===== config.mk =====
export PLATFORM = sky130hd
export DESIGN_NAME = bin2hex_streamer_flat
export DESIGN_NICKNAME = d
export VERILOG_FILES = /design/src/rtl/bin2hex_streamer_if.sv /design/src/rtl/bin2hex_streamer.sv /design/src/flat_wrapper.sv
export SDC_FILE = /design/constraint.sdc
export NUM_CORES = 1
export LEC_CHECK = 0
export ABC_AREA = 1
export CAP_MARGIN = 20
export CORE_AREA = 2 2 73 75
export CTS_BUF_LIST = sky130_fd_sc_hd__clkbuf_16
export CTS_CLUSTER_DIAMETER = 100
export DETAILED_ROUTE_END_ITERATION = 10
export DIE_AREA = 0 0 75 77
export MAX_ROUTING_LAYER = met4
export PLACE_DENSITY = 0.79
export SLEW_MARGIN = 0
export SYNTH_ARGS = -nofsm -noshare
export SYNTH_HDL_FRONTEND = slang
export SYNTH_SLANG_ARGS = --single-unit
export TNS_END_PERCENT = 10

===== constraint.sdc =====
create_clock -name clk -period 2.8 [get_ports clk]
set_input_delay 0.28 -clock clk [delete_from_list [all_inputs] [get_ports clk]]
set_output_delay 0.28 -clock clk [all_outputs]
set_load 0.01 [all_outputs]

===== src/rtl/bin2hex_streamer_if.sv =====
// Purpose : handshake bundle for bin2hex_streamer. Carries the word-input
//           stream (valid/ready + data + per-word options) and the byte-output
//           stream (valid/ready + ASCII char + last marker).
// Ports   : slave  - the streamer side (consumes words, produces bytes)
//           master - the source/sink side (produces words, consumes bytes)
interface bin2hex_streamer_if #(
  parameter int N = 32
);
  logic         in_valid;
  logic         in_ready;
  logic [N-1:0] in_data;
  logic         upper;
  logic         suppress;
  logic         out_valid;
  logic         out_ready;
  logic [7:0]   out_char;
  logic         out_last;

  modport slave (
    input  in_valid, in_data, upper, suppress, out_ready,
    output in_ready, out_valid, out_char, out_last
  );

  modport master (
    output in_valid, in_data, upper, suppress, out_ready,
    input  in_ready, out_valid, out_char, out_last
  );
endinterface


===== src/rtl/bin2hex_streamer.sv =====
// Purpose : converts an N-bit word into ASCII hex text streamed one byte per
//           cycle, with optional "0x" prefix, newline terminator, per-word
//           upper/lower case and leading-zero suppression.
// Ports   : clk     - clock, rising edge
//           rst     - synchronous active-high reset; drops any word in flight
//           io_bus  - slave side of bin2hex_streamer_if
//                     in_valid/in_ready/in_data/upper/suppress : word input
//                     out_valid/out_ready/out_char/out_last    : byte output
//
// state | meaning
// ------+-----------------------------------------------------------
// IDLE  | waiting for a word, in_ready=1, no byte presented
// PFX0  | presenting '0' of the prefix
// PFX1  | presenting 'x' of the prefix
// DIG   | presenting hex digit for nibble r_k (counts down to 0)
// TRM   | presenting the 0x0A terminator
module bin2hex_streamer #(
  parameter int N      = 32,
  parameter int PREFIX = 1,
  parameter int TERM   = 1
) (
  input  logic                clk,
  input  logic                rst,
  bin2hex_streamer_if.slave   io_bus
);

  localparam int NNIB = N / 4;
  localparam int KW   = (NNIB > 1) ? $clog2(NNIB) : 1;

  typedef enum logic [2:0] {
    IDLE = 3'd0,
    PFX0 = 3'd1,
    PFX1 = 3'd2,
    DIG  = 3'd3,
    TRM  = 3'd4
  } state_t;

  state_t          r_state;
  logic [N-1:0]    r_word;
  logic            r_upper;
  logic [KW-1:0]   r_k;
  logic            r_out_valid;
  logic [7:0]      r_out_char;
  logic            r_out_last;

  state_t          w_state_nxt;
  logic [N-1:0]    w_word_nxt;
  logic            w_upper_nxt;
  logic [KW-1:0]   w_k_nxt;
  logic            w_out_valid_nxt;
  logic [7:0]      w_out_char_nxt;
  logic            w_out_last_nxt;
  logic [KW-1:0]   w_start;
  logic            w_accept;
  logic            w_xfer;

  function automatic logic [3:0] f_nibble(input logic [N-1:0] word,
                                          input logic [KW-1:0] idx);
    logic [N-1:0] sh;
    sh = word >> {idx, 2'b00};
    return sh[3:0];
  endfunction

  function automatic logic [7:0] f_ascii(input logic [3:0] v, input logic up);
    logic [7:0] c;
    if (v < 4'd10) c = 8'h30 + {4'h0, v};
    else           c = (up ? 8'h41 : 8'h61) + {4'h0, v} - 8'd10;
    return c;
  endfunction

  // Start digit index: most-significant nonzero nibble when suppressing
  // (0 for an all-zero word so that a single '0' is still printed).
  always_comb begin
    w_start = KW'(NNIB - 1);
    if (io_bus.suppress) begin
      w_start = '0;
      for (int i = 0; i < NNIB; i++) begin
        if (io_bus.in_data[4*i +: 4] != 4'h0) w_start = KW'(i);
      end
    end
  end

  assign w_accept = io_bus.in_valid && (r_state == IDLE);
  assign w_xfer   = r_out_valid && io_bus.out_ready;

  always_comb begin
    w_state_nxt = r_state;
    w_word_nxt  = r_word;
    w_upper_nxt = r_upper;
    w_k_nxt     = r_k;

    unique case (r_state)
      IDLE: begin
        if (w_accept) begin
          w_word_nxt  = io_bus.in_data;
          w_upper_nxt = io_bus.upper;
          w_k_nxt     = w_start;
          w_state_nxt = (PREFIX != 0) ? PFX0 : DIG;
        end
      end
      PFX0: if (w_xfer) w_state_nxt = PFX1;
      PFX1: if (w_xfer) w_state_nxt = DIG;
      DIG: begin
        if (w_xfer) begin
          if (r_k == '0) w_state_nxt = (TERM != 0) ? TRM : IDLE;
          else           w_k_nxt     = r_k - KW'(1);
        end
      end
      TRM: if (w_xfer) w_state_nxt = IDLE;
      default: w_state_nxt = IDLE;
    endcase
  end

  // Output byte is precomputed from the next state so it appears registered
  // one cycle after accept and stays frozen while the sink stalls (state,
  // word and index do not move without a transfer).
  always_comb begin
    w_out_valid_nxt = (w_state_nxt != IDLE);
    w_out_char_nxt  = 8'h00;
    w_out_last_nxt  = 1'b0;
    unique case (w_state_nxt)
      PFX0: w_out_char_nxt = 8'h30;
      PFX1: w_out_char_nxt = 8'h78;
      DIG: begin
        w_out_char_nxt = f_ascii(f_nibble(w_word_nxt, w_k_nxt), w_upper_nxt);
        w_out_last_nxt = (w_k_nxt == '0) && (TERM == 0);
      end
      TRM: begin
        w_out_char_nxt = 8'h0A;
        w_out_last_nxt = 1'b1;
      end
      default: begin
        w_out_char_nxt = 8'h00;
        w_out_last_nxt = 1'b0;
      end
    endcase
  end

  always_ff @(posedge clk) begin
    if (rst) begin
      r_state     <= IDLE;
      r_word      <= '0;
      r_upper     <= 1'b0;
      r_k         <= '0;
      r_out_valid <= 1'b0;
      r_out_char  <= 8'h00;
      r_out_last  <= 1'b0;
    end else begin
      r_state     <= w_state_nxt;
      r_word      <= w_word_nxt;
      r_upper     <= w_upper_nxt;
      r_k         <= w_k_nxt;
      r_out_valid <= w_out_valid_nxt;
      r_out_char  <= w_out_char_nxt;
      r_out_last  <= w_out_last_nxt;
    end
  end

  assign io_bus.in_ready  = (r_state == IDLE);
  assign io_bus.out_valid = r_out_valid;
  assign io_bus.out_char  = r_out_char;
  assign io_bus.out_last  = r_out_last;

endmodule


===== src/flat_wrapper.sv =====
// flat-port wrapper written by rule: the top's interface ports become plain ports
module bin2hex_streamer_flat 
#(
  parameter int N      = 32,
  parameter int PREFIX = 1,
  parameter int TERM   = 1
)
  (clk, rst, io_bus_in_valid, io_bus_in_data, io_bus_upper, io_bus_suppress, io_bus_out_ready, io_bus_in_ready, io_bus_out_valid, io_bus_out_char, io_bus_out_last);
  bin2hex_streamer_if #(.N(N)) io_bus_i ();
  input  logic clk;
  input  logic rst;
  input wire logic [$bits(io_bus_i.in_valid)-1:0] io_bus_in_valid;
  input wire logic [$bits(io_bus_i.in_data)-1:0] io_bus_in_data;
  input wire logic [$bits(io_bus_i.upper)-1:0] io_bus_upper;
  input wire logic [$bits(io_bus_i.suppress)-1:0] io_bus_suppress;
  input wire logic [$bits(io_bus_i.out_ready)-1:0] io_bus_out_ready;
  output wire logic [$bits(io_bus_i.in_ready)-1:0] io_bus_in_ready;
  output wire logic [$bits(io_bus_i.out_valid)-1:0] io_bus_out_valid;
  output wire logic [$bits(io_bus_i.out_char)-1:0] io_bus_out_char;
  output wire logic [$bits(io_bus_i.out_last)-1:0] io_bus_out_last;
  assign io_bus_i.in_valid = io_bus_in_valid;
  assign io_bus_i.in_data = io_bus_in_data;
  assign io_bus_i.upper = io_bus_upper;
  assign io_bus_i.suppress = io_bus_suppress;
  assign io_bus_i.out_ready = io_bus_out_ready;
  assign io_bus_in_ready = io_bus_i.in_ready;
  assign io_bus_out_valid = io_bus_i.out_valid;
  assign io_bus_out_char = io_bus_i.out_char;
  assign io_bus_out_last = io_bus_i.out_last;
  bin2hex_streamer #(.N(N), .PREFIX(PREFIX), .TERM(TERM)) u_core (.clk(clk), .rst(rst), .io_bus(io_bus_i));
endmodule

Word-level counts from Yosys, hierarchy flattened. Index checks and enable logic that the tools add are counted.

Bits in registers: 49. Input bits: 38. Output and inout bits: 11. Word-level logic and storage cells: 60.

$add $sub $neg: 4. Magnitude comparators: 1. Equal/unequal tests: 8. Shifts and indexed selects: 1. Mux-type cells: 27. Reductions and logical operators: 12.

Operators by type and width (number): 32-bit 2-to-1 mux (2); 3-bit 2-to-1 mux (14); 8-bit one-hot mux with 4 select lines (1); 32-bit by 5-bit right shift with 4-bit output (1); 4-bit nonzero test (7); 3-bit one-hot mux with 5 select lines (1); 3-bit by 2-bit == test with 1-bit output, second input constant (4); 8-bit by 4-bit adder with 8-bit output (1); 8-bit 2-to-1 mux (1); 8-bit by 4-bit subtractor with 8-bit output, second input constant (1); 6-bit by 4-bit adder with 7-bit output, first input constant (1); 3-bit by 1-bit == test with 1-bit output, second input constant (2); 3-bit == test, second input constant (2); 3-bit zero test (2); 6-bit 2-to-1 mux (1); 3-bit one-hot mux with 2 select lines (1); 4-bit < comparator, second input constant (1); 1-bit 2-to-1 mux (4); 2-bit 2-to-1 mux (2); 3-bit nonzero test (1); 3-bit by 1-bit subtractor with 3-bit output, second input constant (1); 1-bit logical AND (2).

Logic depth before layout (Yosys ltp).
Word-level depth: 16. Gate-level depth with buffers: 26. Mapped depth without buffers: 25.

Worst setup path after synthesis. Ideal clock, no wire load.

Path type: flip-flop to flip-flop. From: reg u_core.r_k[1]. To: reg u_core.r_out_char[1], in the netlist u_core.io_bus.out_char[1]. Setup time: 0.072 ns. Arrival: 2.336 ns. Required time: 2.728 ns. Slack: 0.393 ns. Cell stages (with the launch flop): 21. Buffers on the path: 1. Period minus slack after synthesis: 2.407 ns. Cells stage by stage: dfxtp_1 inv_1 ha_1 nand2_1 nand2_1 xor2_1 a21oi_2 nand2_2 nand2_4 buf_8 inv_2 nand2_1 nand3_1 nand2_1 nand2_1 nand2_1 inv_1 ha_1 inv_1 nand4_1 a21oi_1.

Longest elaborated chain between the ends: 9. Elaborated cells on any way between the ends: 20. Those cells by class: 4 x add/sub; 1 x order compare; 4 x eq/ne; 1 x shift; 9 x mux; 1 x reduce/logical.

Ends and longest elaborated chain: from (decl) (line bin2hex_streamer.sv:41) `logic [KW-1:0] r_k;`; from (signal assigned) (line bin2hex_streamer.sv:152) `r_k <= w_k_nxt;`; 3-bit by 1-bit subtractor with 3-bit output or 3-bit zero test (tied branches) (line bin2hex_streamer.sv:106, bin2hex_streamer.sv:105); 3-bit 2-to-1 mux (line bin2hex_streamer.sv:105) `if (r_k == '0) w_state_nxt = (TERM != 0) ? TRM : IDLE;`; 3-bit 2-to-1 mux (line bin2hex_streamer.sv:104) `if (w_xfer) begin`; 3-bit one-hot mux with 2 select lines (line bin2hex_streamer.sv:92) `unique case (r_state)`; 32-bit by 5-bit right shift with 4-bit output (line bin2hex_streamer.sv:60) `sh = word >> {idx, 2'b00};`; 8-bit by 4-bit adder with 8-bit output (line bin2hex_streamer.sv:67) `else c = (up ? 8'h41 : 8'h61) + {4'h0, v} - 8'd10;`; 8-bit by 4-bit subtractor with 8-bit output (line bin2hex_streamer.sv:67); 8-bit 2-to-1 mux (line bin2hex_streamer.sv:66) `if (v < 4'd10) c = 8'h30 + {4'h0, v};`; 8-bit one-hot mux with 4 select lines (*) (line bin2hex_streamer.sv:121) `unique case (w_state_nxt)`; to (signal assigned) (line bin2hex_streamer.sv:154) `r_out_char <= w_out_char_nxt;`; to (decl) (line bin2hex_streamer.sv:43) `logic [7:0] r_out_char;`.

Mark *: on every way between the ends. The rest lies on a longest branch, timed or not. A chain may end at the register's enable or synchronous reset.

Worst setup path in the final report.
From: in io_bus_in_data[23]. To: reg u_core.r_out_char[1], in the netlist u_core.io_bus.out_char[1].

Longest elaborated chain between the ends: 12. Elaborated cells on any way between the ends: 16. Those cells by class: 3 x add/sub; 1 x order compare; 1 x shift; 10 x mux; 1 x reduce/logical.

Ends and longest elaborated chain: from (decl) (line flat_wrapper.sv:13) `input wire logic [$bits(io_bus_i.in_data)-1:0] io_bus_in_data;`; 4-bit nonzero test (line bin2hex_streamer.sv:78) `if (io_bus.in_data[4*i +: 4] != 4'h0) w_start = KW'(i);`; 3-bit 2-to-1 mux (3 in series) (line bin2hex_streamer.sv:78); 3-bit 2-to-1 mux (line bin2hex_streamer.sv:75) `if (io_bus.suppress) begin`; 3-bit 2-to-1 mux (line bin2hex_streamer.sv:94) `if (w_accept) begin`; 3-bit one-hot mux with 2 select lines (line bin2hex_streamer.sv:92); 32-bit by 5-bit right shift with 4-bit output (*) (line bin2hex_streamer.sv:60); 8-bit by 4-bit adder with 8-bit output (line bin2hex_streamer.sv:67); 8-bit by 4-bit subtractor with 8-bit output (line bin2hex_streamer.sv:67); 8-bit 2-to-1 mux (*) (line bin2hex_streamer.sv:66); 8-bit one-hot mux with 4 select lines (*) (line bin2hex_streamer.sv:121).

Marked as above.

==> impl_metrics.tcl <==
set metrics [dict create \
    setup_viol 0 \
    setup_tns_ps 0 \
    p_switching_uw 738 \
    cp_max_fo 8 \
    cp-end-kind "flip-flop" \
    die_x_um 75 \
    finalNetCount 444 \
    syn-num-nets 391 \
    power.internal_mw 1.37 \
    holdPathStages 2 \
    cts.sinks 48 \
    relSlewSlack_pct 62.4 \
    synth_compound_area_share_pct 7.66 \
    crit_required_ps 3020 \
    dpl.cell_count 463 \
    synth_ff_type "dfxtp_1" \
    r2r-end "u_core.io_bus.out_char[1]$_SDFF_PP0_" \
    drt_iter0_drc 158 \
    die_area_um2 5780 \
    synthArstFlopShare_pct 0 \
    p_per_area_nw_per_um2 641 \
    hold_path.class "flip-flop to flip-flop" \
    min_period_ps 2540 \
    power_frac_comb_pct 37.5 \
    wire_per_inst_um 13.0 \
    synth_top_area_share_pct 37.7 \
    cts_tree "done" \
    fmax_mhz 394 \
    final_max_slew_viol_count 0 \
    drive_above_1_share_pct 13.6 \
    place.gp.congestion 0.878 \
    leakagePower_nw 1.55 \
    fin_skew_ps 3.11 \
    clockPowerShare_pct 26.6 \
    power_frac_seq_pct 35.9 \
    fin_hold_ws_ps 500 \
    multiInputGateArea_um2 1410 \
    ys_seq_elements 48 \
    antennaDiodeCount 0 \
    rrSetupSlack_ps 270 \
    rows 26 \
    peakVddDrop_uv 332 \
    regArea_um2 962 \
    synth_fa_ha_area_share_pct 1.47 \
    r2r-start "u_core.r_state[0]$_SDFF_PP0_" \
    worst_setup_path_start_kind "input port" \
    antenna_found_initial 0 \
    core_region_area_um2 4980 \
    critical_path_class "input port to flip-flop" \
    min_to "u_core.r_word[26]$_SDFF_PP0_" \
    synth.area.mux_share_pct 9.04 \
    synthXorXnorAreaFrac_pct 0.982 \
    fin_crit_sh_pct 90.6 \
    cts-root-buf "clkbuf_16" \
    vias 2460 \
    synthSimpleGateAreaFrac_pct 34.3 \
    final_cells 473 \
    synth_area_leaders "dfxtp_1 38%, nand2_1 10%, mux2i_1 9.0%" \
    status "finished, final reports clean" \
    synth_top_family_by_area "simple AND/OR/NAND/NOR gates" \
    initial_core_util_pct 51.2 \
    switching_share_pct 35.0 \
    ant_nets 0 \
    drt-total-wl_um 6140 \
    syn_to_final_growth_pct 29.1 \
    grt_pass1_wl_um 10300 \
    grt_usage_pct 23.4 \
    htree_levels 2 \
    grt-ovfl-total 0 \
    hold_viol 0 \
    yosysWarnings 0 \
    worst_pin_slew_ps 564 \
    yosysSeqAreaShare_pct 37.7 \
    io_buffers 47 \
    avgSynthCellArea_um2 7.28 \
    grt_pass1_vias 2317 \
    cts_buffers 5 \
    yosysTopAreaCell "dfxtp_1" \
    clkLatencyLatePin_ps 290 \
    min_from "u_core.r_word[26]$_SDFF_PP0_" \
    post-route-util_pct 66.1 \
    clockBufferDepth 2 \
    viasPerCell 5.20 \
    syn_area_um2 2550 \
    drc 0 \
    first_pass_iters 4 \
    fill_cells 437 \
    die_y_um 77 \
    maxCapViolations 0 \
    r2r_cells 18 \
    ios 49 \
    synth_edf_count 0 \
    path_clk_slew_ps 60 \
    hpwl_um 4600 \
    worstPathArrival_ps 2760 \
    synthCells 350 \
    grt_max_degree 41 \
    synth_cell_types 34 \
]
[cells in the final DEF (no fill, tap or decap), drive strengths merged]
| cell | instances |
|---|---|
| nand4 | 3 |
| nor4 | 2 |
| inv | 39 |
| nand3 | 43 |
| dfxtp | 48 |
| mux2i | 23 |
| a22oi | 1 |
| conb | 1 |
| o211ai | 2 |
| xor2 | 2 |
| a21oi | 14 |
| nand2 | 80 |
| nor3 | 5 |
| a211oi | 1 |
| clkbuf | 5 |
| o21ai | 16 |
| clkdlybuf4s50 | 47 |
| buf | 10 |
| ha | 3 |
| nor2 | 56 |
| or2 | 1 |
| clkinv | 1 |
[per-stage QoR]
stage	instance area (µm²)	setup WS (ps)	power (mW)
CTS	3220	14.3	2.07
detailed placement	3090	-192	1.51
finish	3290	263	2.11
floorplan	2550	393	1.32
global placement	3090	-253	1.49
global route	3290	-0.291	2.24
[cell type report]
cell class / count / share of cell area [%]
multi-input cells: 253 / 43.0
repair buffers: 57 / 16.7
clock inverters: 2 / 0.266
clock buffers: 5 / 3.80
flip-flops and latches: 48 / 29.3
well taps: 70 / 2.66
inverters: 38 / 4.34
[registers in the layout (all words and copies together), names as in the netlist]
signal and count:
u_core.io_bus.out_char 7, u_core.io_bus.out_last 1, u_core.io_bus.out_valid 1, u_core.r_k 3, u_core.r_state 3, u_core.r_upper 1, u_core.r_word 32
[metal layers]
layer | track usage, % | routed length [µm] | vias to the layer above
met5 | - | 0 | -
met4 | 7.50 | 144 | 0
met3 | 5.26 | 391 | 13
met2 | 38.1 | 2980 | 89
met1 | 28.4 | 2630 | 1124
li1 | - | - | 1234
[worst max-delay path, cell delays in order]
cell and delay (ps):
clkdlybuf4s50_1 420, nor2_1 120, nand2_1 100, nor4_2 250
nand2_1 140, nand3_1 110, nand2_1 110, a21oi_4 260
nand3_1 110, nand2_1 80, nand2_1 60, nand2_1 110
inv_1 50, ha_1 260, inv_1 60, nand4_1 100
a21oi_1 130
[power groups by stage]
| stage | Combinational (mW) | Clock, mW | Sequential (mW) |
|---|---|---|---|
| global placement | 0.719 | 0 | 0.769 |
| detailed placement | 0.736 | 0 | 0.771 |
| CTS | 0.742 | 0.569 | 0.756 |
| global route | 0.879 | 0.596 | 0.763 |
| floorplan | 0.545 | 0 | 0.771 |
| finish | 0.790 | 0.560 | 0.758 |
[cells in the mapped netlist, types with 4 or more instances]
master and count:
nor3_1 4, nand3_1 41, nor2_1 53, dfxtp_1 48, nand2_1 69, o21ai_0 12, inv_1 29, nand2_2 5
mux2i_1 23, inv_2 9, clkbuf_1 4, a21oi_1 11, nand2_4 5
[how the worst max path moves through the flow]
stage / slack, ps / from / to / cells past startpoint
floorplan: 390 / u_core.r_k[1]$_SDFF_PP0_ / u_core.io_bus.out_char[1]$_SDFF_PP0_ / 20
global placement: -250 / io_bus_in_data[23] / u_core.io_bus.out_char[1]$_SDFF_PP0_ / 17
detailed placement: -190 / io_bus_in_data[23] / u_core.io_bus.out_char[1]$_SDFF_PP0_ / 17
CTS: 10 / io_bus_in_data[23] / u_core.io_bus.out_char[1]$_SDFF_PP0_ / 17
global route: -0.3 / io_bus_in_data[23] / u_core.io_bus.out_char[1]$_SDFF_PP0_ / 17
finish: 260 / io_bus_in_data[23] / u_core.io_bus.out_char[1]$_SDFF_PP0_ / 17
[logic make-up (layout without fill, tap and decap cells)]
kind of cell             after synthesis  in the layout
AND/OR/NAND/NOR                      189            190
buffers and inverters                 50            102
flip-flops                            48             48
AO/OA/AOI/OAI                         34             34
multiplexers                          23             23
adder cells (fa/ha/maj)                3              3
XOR/XNOR                               2              2
other                                  1              1
[timing repair]
| action | 4_1_cts | 5_1_grt |
|---|---|---|
| hold buffers | 0 | 0 |
| gates resized for setup | 0 | 11 |
| buffers inserted | 0 | 2 |
| endpoints found under the setup margin | 0 | 5 |
Power figures use the tool's default switching activity.
